File: config.mk
export PLATFORM = sky130hd
export DESIGN_NAME = button_gesture
export DESIGN_NICKNAME = d
export VERILOG_FILES = /design/src/rtl/button_gesture_pkg.sv /design/src/rtl/button_gesture_timer.sv /design/src/rtl/button_gesture.sv
export SDC_FILE = /design/constraint.sdc
export NUM_CORES = 1
export LEC_CHECK = 0
export CORE_UTILIZATION = 54
export CTS_CLUSTER_SIZE = 20
export DETAILED_ROUTE_END_ITERATION = 10
export HOLD_SLACK_MARGIN = 0.15
export PLACE_DENSITY = 0.75
export SKIP_LAST_GASP = 1
export SLEW_MARGIN = 20
export SYNTH_ARGS = -nofsm -noshare
export SYNTH_HDL_FRONTEND = slang
export SYNTH_SLANG_ARGS = --single-unit
export TNS_END_PERCENT = 20
File: constraint.sdc
create_clock -name clk -period 1.9 [get_ports clk]
set_input_delay 0.285 -clock clk [delete_from_list [all_inputs] [get_ports clk]]
set_output_delay 0.285 -clock clk [all_outputs]
set_load 0.05 [all_outputs]
File: src/rtl/button_gesture_pkg.sv
// button_gesture_pkg
//   Shared types and helpers for the button gesture classifier.
//   - state_t     : gesture FSM state encoding (3 bits)
//   - timer_width : width of the gesture timer, large enough to hold the
//                   largest of the three cycle parameters
package button_gesture_pkg;

  typedef enum logic [2:0] {
    IDLE = 3'd0,
    P1   = 3'd1,
    GAP  = 3'd2,
    WREL = 3'd3,
    LONG = 3'd4
  } state_t;

  function automatic int timer_width(input int long_cycles,
                                     input int dclick_cycles,
                                     input int repeat_cycles);
    int m;
    m = long_cycles;
    if (dclick_cycles > m) m = dclick_cycles;
    if (repeat_cycles > m) m = repeat_cycles;
    return $clog2(m + 1);
  endfunction

endpackage

File: src/rtl/button_gesture_timer.sv
// gesture_timer
//   Up-counter used by the gesture FSM to measure hold and gap durations.
//   Synchronous clear wins over enable; the count saturates at all-ones so
//   a long idle or hold never wraps back into a compare window.
// Ports:
//   clk   : system clock
//   rst   : asynchronous, active-low reset (count -> 0)
//   clr   : synchronous clear
//   en    : count enable
//   count : current count
module gesture_timer #(
  parameter int WIDTH = 8
) (
  input  logic             clk,
  input  logic             rst,
  input  logic             clr,
  input  logic             en,
  output logic [WIDTH-1:0] count
);

  localparam logic [WIDTH-1:0] ONE = WIDTH'(1);

  always_ff @(posedge clk or negedge rst) begin
    if (!rst) begin
      count <= '0;
    end else if (clr) begin
      count <= '0;
    end else if (en && (count != '1)) begin
      count <= count + ONE;
    end
  end

endmodule

File: src/rtl/button_gesture.sv
// button_gesture
//   Classifies a debounced button level into one-cycle event pulses:
//   single click, double click or long press. All timing is in clk cycles.
//   Optional build macro BUTTON_GESTURE_REPEAT_EN: while the button stays
//   held after a long press, long_press re-pulses every REPEAT_CYCLES.
// Ports:
//   clk          : system clock
//   rst          : asynchronous, active-low reset
//   btn_db       : debounced button level (1 = pressed), synchronous to clk
//   single_click : one-cycle pulse, single click recognised
//   double_click : one-cycle pulse, double click recognised
//   long_press   : one-cycle pulse, long-press threshold (or repeat) reached
//   busy         : high whenever the FSM is not in IDLE
//
// state | meaning
// IDLE  | no gesture in progress
// P1    | first press held, timing toward long press
// GAP   | released after first press, waiting for a second press
// WREL  | double click reported, waiting for release
// LONG  | long press reported, waiting for release (repeats if enabled)
module button_gesture
  import button_gesture_pkg::*;
#(
  parameter int LONG_CYCLES   = 12000000,
  parameter int DCLICK_CYCLES = 3600000,
  parameter int REPEAT_CYCLES = 2400000
) (
  input  logic clk,
  input  logic rst,
  input  logic btn_db,
  output logic single_click,
  output logic double_click,
  output logic long_press,
  output logic busy
);

  localparam int TW = timer_width(LONG_CYCLES, DCLICK_CYCLES, REPEAT_CYCLES);

  localparam logic [TW-1:0] LONG_LAST   = TW'(LONG_CYCLES - 1);
  localparam logic [TW-1:0] DCLICK_LAST = TW'(DCLICK_CYCLES - 1);
`ifdef BUTTON_GESTURE_REPEAT_EN
  localparam logic [TW-1:0] REPEAT_LAST = TW'(REPEAT_CYCLES - 1);
`endif

  if ((LONG_CYCLES < 2) || (DCLICK_CYCLES < 2) || (REPEAT_CYCLES < 2)) begin : g_bad_param
    $error("button_gesture: cycle parameters must be >= 2");
  end

  state_t          state_q;
  state_t          state_d;
  logic            btn_q;
  logic            rise;
  logic            fall;
  logic [TW-1:0]   count;
  logic            timer_clr;
  logic            rep_clr;
  logic            single_d;
  logic            double_d;
  logic            long_d;

  // btn_q resets high so a button held through reset looks already pressed
  // and cannot produce a rise until it has been released.
  always_ff @(posedge clk or negedge rst) begin
    if (!rst) begin
      btn_q <= 1'b1;
    end else begin
      btn_q <= btn_db;
    end
  end

  assign rise = btn_db & ~btn_q;
  assign fall = ~btn_db & btn_q;

  assign timer_clr = (state_d != state_q) | rep_clr;

  gesture_timer #(
    .WIDTH (TW)
  ) u_timer (
    .clk   (clk),
    .rst   (rst),
    .clr   (timer_clr),
    .en    (1'b1),
    .count (count)
  );

  always_ff @(posedge clk or negedge rst) begin
    if (!rst) begin
      state_q      <= IDLE;
      single_click <= 1'b0;
      double_click <= 1'b0;
      long_press   <= 1'b0;
    end else begin
      state_q      <= state_d;
      single_click <= single_d;
      double_click <= double_d;
      long_press   <= long_d;
    end
  end

  // Edges are tested before timer expiry in every state so a button edge
  // landing on the expiry cycle always wins.
  always_comb begin
    state_d  = state_q;
    single_d = 1'b0;
    double_d = 1'b0;
    long_d   = 1'b0;
    rep_clr  = 1'b0;
    unique case (state_q)
      IDLE: begin
        if (rise) state_d = P1;
      end
      P1: begin
        if (fall) begin
          state_d = GAP;
        end else if (count == LONG_LAST) begin
          state_d = LONG;
          long_d  = 1'b1;
        end
      end
      GAP: begin
        if (rise) begin
          state_d  = WREL;
          double_d = 1'b1;
        end else if (count == DCLICK_LAST) begin
          state_d  = IDLE;
          single_d = 1'b1;
        end
      end
      WREL: begin
        if (fall) state_d = IDLE;
      end
      LONG: begin
        if (fall) begin
          state_d = IDLE;
        end
`ifdef BUTTON_GESTURE_REPEAT_EN
        else if (count == REPEAT_LAST) begin
          long_d  = 1'b1;
          rep_clr = 1'b1;
        end
`endif
      end
      default: begin
        state_d = IDLE;
      end
    endcase
  end

  assign busy = (state_q != IDLE);

endmodule

== Yosys cells after proc, flatten, opt, wreduce, memory -nomap -nowiden ==
Cells that the tools add are included.

* Word-level logic and storage cells: 40
* Output and inout bits: 4
* Register bits after elaboration: 31
* Bits of input ports: 3

* Bitwise logic cells: 4
* Mux-type cells: 17
* Reductions and logical operators: 4
* Equal/unequal tests: 8
* Add/subtract/negate cells: 1

{| class="wikitable"
|+ Operators by type and width
! kind !! count
|-
| 24-bit two-way mux || 2
|-
| 24-bit by 1-bit adder with 24-bit output (second input constant) || 1
|-
| 24-bit by 22-bit == test with 1-bit output (second input constant) || 1
|-
| 24-bit == test (second input constant) || 1
|-
| 24-bit inequality test (second input constant) || 1
|-
| 3-bit two-way mux || 6
|-
| 3-bit case mux with 4 select lines || 1
|-
| 1-bit two-way mux || 8
|-
| 3-bit by 2-bit == test with 1-bit output (second input constant) || 2
|-
| 3-bit by 1-bit == test with 1-bit output (second input constant) || 1
|-
| 3-bit == test (second input constant) || 1
|-
| 3-bit logical NOT || 1
|-
| 3-bit inequality test || 1
|-
| 3-bit nonzero test || 1
|-
| 1-bit bitwise AND || 2
|-
| 1-bit NOT || 2
|-
| 2-bit nonzero test || 1
|-
| 2-bit OR reduction || 1
|}

== Logic depth before layout (Yosys ltp) ==
* Depth in word-level cells: 6
* Mapped depth: 7
* Depth with buffers taken out: 6

== Cells and area by module ==
A second synthesis with hierarchy kept.

* Cell total of the unflattened synthesis: 198
* Area, all modules: 1,843.0 um2

{| class="wikitable"
|+ By module, submodules not included
! module !! cells an instance !! times used !! sequential area each (um2) !! area an instance (um2)
|-
| gesture_timer || 146 || 1 || 600.6 || 1,357.6
|-
| button_gesture || 52 || 1 || 176.4 || 485.5
|}

== Worst setup path after synthesis ==
Ideal clock, no wire load.

* Kind: register -> register
* Start: reg u_timer.count[8]
* End: reg u_timer.count[0]
* Stages on the path, launching flop included: 7
* Setup slack: -233 ps
* Arrival time: 2,011 ps
* Data required time: 1,777 ps
* Library setup time: 123 ps
* Path buffers: 1
* Clock period less this slack: 2,133 ps
* Path through: dfrtp_1 -> or4b_4 -> nor4_4 -> nand4_1 -> a211oi_2 -> buf_6 -> nor3_1

* Longest elaborated chain between the ends: 6
* Elaborated cells between the ends (all ways): 11
* Classes of those cells: eq/ne: 4; mux: 6; reduce/logical: 1

{| class="wikitable"
|+ Ends and longest elaborated chain
! element !! RTL line !! text
|-
| from (decl) || button_gesture_timer.sv:18 || <nowiki>output logic [WIDTH-1:0] count</nowiki>
|-
| from (signal assigned) || button_gesture_timer.sv:29 || <nowiki>count <= count + ONE;</nowiki>
|-
| 24-bit by 22-bit == test with 1-bit output or 24-bit == test (tied branches) || button_gesture.sv:124, button_gesture.sv:115 ||
|-
| 3-bit two-way mux, on equally long branches || button_gesture.sv:124, button_gesture.sv:115 ||
|-
| 3-bit two-way mux, on equally long branches || button_gesture.sv:121, button_gesture.sv:113 ||
|-
| 3-bit case mux with 4 select lines || button_gesture.sv:108 || <nowiki>unique case (state_q)</nowiki>
|-
| 3-bit inequality test || button_gesture.sv:74 || <nowiki>assign timer_clr = (state_d != state_q) | rep_clr;</nowiki>
|-
| 24-bit two-way mux or 2-bit nonzero test (tied branches) || n/a ||
|}

Parallel ways exist; a longest one is shown, timed or not.
A chain may end at the register's enable or synchronous reset.

== Worst setup path after layout ==
* Start: reg u_timer.count[8]
* End: reg u_timer.count[16]

The elaborated chain is that of the path after synthesis.

==> impl_summary.txt <==
----------------------------------------------------
[Floorplan]
  DIE WIDTH ... 60.2 um
  Core box area ... 0.00313 mm^2
  Starting density of the core ... 58.4%
  Die area ... 0.00362 mm^2
  Count of pins on the block boundary ... 7
  Site Rows ... 20
  Overall die height ... 60.2 um

[Timing]
  Final Hold Fails ... 0
  Transition at the pin with the smallest max-transition slack ... 500 ps
  Fin crit period ... 2190 ps
  Timing-limited maximum frequency ... 0.458 GHz
  Number of max-slew violations in the final report ... 0
  Setup-failing EPs final ... 24
  Slack of the critical path ... -286 ps
  Worst slew margin relative to its limit ... 66.6%
  Period utilization ... 115%
  Hold slack ... 317 ps
  Worst clock skew ... 15.2 ps
  Setup repair after global routing missed its margin ... true
  Accumulated negative setup slack ... -6150 ps

[Critical path]
  Worst-path cell with the longest stage delay ... sky130_fd_sc_hd__or4b_4
  Ordered list of cells on the worst path ... or4b_4 > nor4_4 > nand4_1 > a211oi_4 > buf_4 > nor3_1
  Buffers & Inverters on Critical Path ... 1
  Arr. time, crit path ... 2420 ps
  Category of the most critical setup path ... reg -> reg
  Reg2reg start ... u_timer.count[8]$_DFFE_PN0P_
  Worst reg-to-reg setup slack ... -290 ps
  Category of the worst setup path capture point ... flip-flop
  Critical path's top delay family ... simple AND/OR/NAND/NOR gates
  Capturing point of the worst reg2reg path ... u_timer.count[16]$_DFFE_PN0P_
  Critical path's largest stage delay ... 560 ps
  Critical path depth ... 6
  Kind of start point of the critical path ... flip-flop
  Required arrival time at the worst endpoint ... 2130 ps
  Maximum fanout count along the critical path ... 11
  Number of cells on the worst reg-to-reg path ... 6

[GRT]
  Total track usage ... 29.8%
  Number of global-route vias before repair ... 1663
  Maximum number of pins on one net before global-route repair ... 32
  Global-route wire length before repair ... 7760 um
  Remaining global-route overflow ... 0
  Initial antenna violation count ... 0

[Yosys]
  Part of the Yosys area used for sequential elements ... 42.5%
  Area share of the leading cell type in the synthesized netlist ... 41.1%
  Synth unique cells ... 42
  Post-synth design cell area ... 0.00183 mm^2
  Number of synthesized register bits ... 31
  Ranking of synthesized cells by instance count ... sky130_fd_sc_hd__dfrtp_1, sky130_fd_sc_hd__nor3_1, sky130_fd_sc_hd__nand2_1, sky130_fd_sc_hd__xnor2_1, sky130_fd_sc_hd__nand4_1
  Synth Area per Inst ... 9.51 um^2
  Largest area contributor in the synthesized netlist ... sky130_fd_sc_hd__dfrtp_1
  Main area contributors after synthesis ... sky130_fd_sc_hd__dfrtp_1, sky130_fd_sc_hd__nor3_1, sky130_fd_sc_hd__xnor2_1
  Proportion of synthesized flip-flops having asynchronous set or reset ... 100%
  Dominant cell by count in the synthesized netlist ... sky130_fd_sc_hd__dfrtp_1
  Synth warnings ... 0
  Number of synthesized flops with an enable pin ... 0
  Post-Syn Instances ... 192
  Flip-flop cell with the highest count after synthesis ... sky130_fd_sc_hd__dfrtp_1
  Number of nets in the synthesized netlist ... 196

[Finish]
  Antenna cells ... 0
  Combined flip-flop and latch cell area ... 777 um^2
  Area growth, synth to finish ... 22.9%
  Number of standard cells in the final layout excluding fillers ... 277
  Area occupied by multi-input gates ... 987 um^2
  Fill cell total of the finished layout ... 229
  Final #Nets ... 236
  Fraction of layout instances using a drive strength above 1 ... 24.5%

[Pwr]
  Sequential share of power ... 49.1%
  Leakage dissipation ... 0.976 nW
  Internal power contribution ... 1.04 mW
  VDD IR-drop max ... 0.000643 V
  Net switching fraction of the power ... 34.3%
  NetSw ... 545 uW
  Fraction of power consumed by the clock network ... 23.7%
  Power density over the cells ... 707 mW/mm^2
  Share of total power in combinational logic ... 27.2%

[CTS]
  Sinks on the clock net ... 31
  Maximum clock path buffer count ... 2
  Clock root buffer ... sky130_fd_sc_hd__clkbuf_4
  CTS H-Tree Depth ... 2
  Post-CTS Resized ... 0
  Clk slew on worst S/H paths ... 110 ps
  Cts-stage hold buffer count ... 0
  Number of buffers added by the clock tree synthesis step ... 5
  CTS tree ... built
  Worst-Skew Late Latency ... 340 ps

[Placed design]
  Count of input and output buffers ... 6
  Cells after DPL ... 267
  Final HPWL from detailed placement ... 3410 um
  Routability-driven placement congestion ratio ... 0.909

[Routing]
  Remaining design rule violation count ... 0
  Vias per cell ... 6.16
  Number of routed nets with antenna violations ... 0
  Number of iterations in the first detailed-routing pass ... 4
  Average wire length per cell after detail routing ... 16.8 um
  Detailed router's first-iteration violation count ... 111
  Routed via count ... 1707
  Total Routed Length ... 4640 um

[Outcome]
  Outcome ... complete, but fails checks
  Violated checks ... negative setup slack

[Worst hold path]
  Min-Delay Path Class ... in -> async

[Run]
  Count of maximum capacitance violations ... 0

----------------------------------------------------
==> per-stage QoR <==
step | cell area (um^2) | total power, mW | utilization, % | setup WS [ps]
final | 2250 | 1.59 | 71.8 | -286
after global routing | 2250 | 1.67 | 71.8 | -420
after CTS | 2240 | 1.59 | 71.6 | -271
after detailed placement | 2180 | 1.22 | 69.6 | -298
after global placement | 2180 | 1.20 | 69.6 | -201
after floorplan | 1840 | 1.06 | - | -184
==> flip-flops by register name (all words and copies together) (netlist names) <==
register	count
long_press	1
state_q	3
u_timer.count	24
single_click	1
btn_q	1
double_click	1
==> per-layer routing <==
metal  vias up  wire [um]  track usage (%)
li1        802          -                -
met2        50       2380             51.8
met4         0         97             11.0
met5         -          0                0
met3        11        231             8.23
met1       844       1930             34.5
==> repair_timing <==
item,4_1_cts,5_1_grt
pin swaps,0,0
setup endpoints to repair,24,24
cloned,0,0
setup buffers,1,1
==> area by class of cell <==
| class | instances | share of cell area, % |
|---|---|---|
| Multi-Input combinational cell | 147 | 44.0 |
| Sequential cell | 31 | 34.6 |
| Timing Repair Buffer | 46 | 16.5 |
| Tap cell | 44 | 2.45 |
| Clock buffer | 5 | 1.67 |
| Clock inverter | 3 | 0.669 |
| Inverter | 1 | 0.167 |
==> worst max path at each step <==
stage / startpoint / to / slack, ps
2_1_floorplan: u_timer.count[8]$_DFFE_PN0P_ / u_timer.count[0]$_DFFE_PN0P_ / -180
3_3_place_gp: btn_db / u_timer.count[14]$_DFFE_PN0P_ / -200
3_5_place_dp: btn_db / u_timer.count[14]$_DFFE_PN0P_ / -300
4_1_cts: u_timer.count[8]$_DFFE_PN0P_ / u_timer.count[4]$_DFFE_PN0P_ / -270
5_1_grt: u_timer.count[8]$_DFFE_PN0P_ / u_timer.count[16]$_DFFE_PN0P_ / -420
6_report: u_timer.count[8]$_DFFE_PN0P_ / u_timer.count[16]$_DFFE_PN0P_ / -290
==> layout by cell type (no fill, tap or decap), drive strengths merged, types with 2 or more instances in the layout <==
master,synthesis,final
xor2,7,7
nor4b,3,3
a21oi,3,3
clkinv,0,3
and2,4,4
a211oi,4,4
nand3,8,8
nand2b,2,2
nand4b,2,2
nor2,7,7
clkdlybuf4s50,0,5
buf,6,41
o21ai,3,3
or3,5,5
clkbuf,7,5
nor3,23,23
a31oi,8,8
xnor2,13,13
dfrtp,30,30
nor4,6,6
nand2,13,13
nand4,10,10
and3,7,7
and4,4,4
nor2b,4,4
==> cells by family after synthesis <==
family | Yosys count | synth area share, %
adder cells (fa/ha/maj) | 1 | 0.685
AO/OA/AOI/OAI | 25 | 9.86
flip-flops | 31 | 42.5
AND/OR/NAND/NOR | 100 | 32.7
XOR/XNOR | 20 | 9.59
buffers and inverters | 14 | 4.04
multiplexers | 1 | 0.548
==> power groups by stage <==
stage                     sequential (mW)  combinational (mW)  clock, mW
after floorplan                     0.772               0.293          0
after global placement              0.784               0.416          0
after detailed placement            0.791               0.430          0
after CTS                           0.778               0.434      0.378
after global routing                0.783               0.475      0.408
final                               0.780               0.432      0.376
Note: power is estimated with default switching activity, not from simulation.
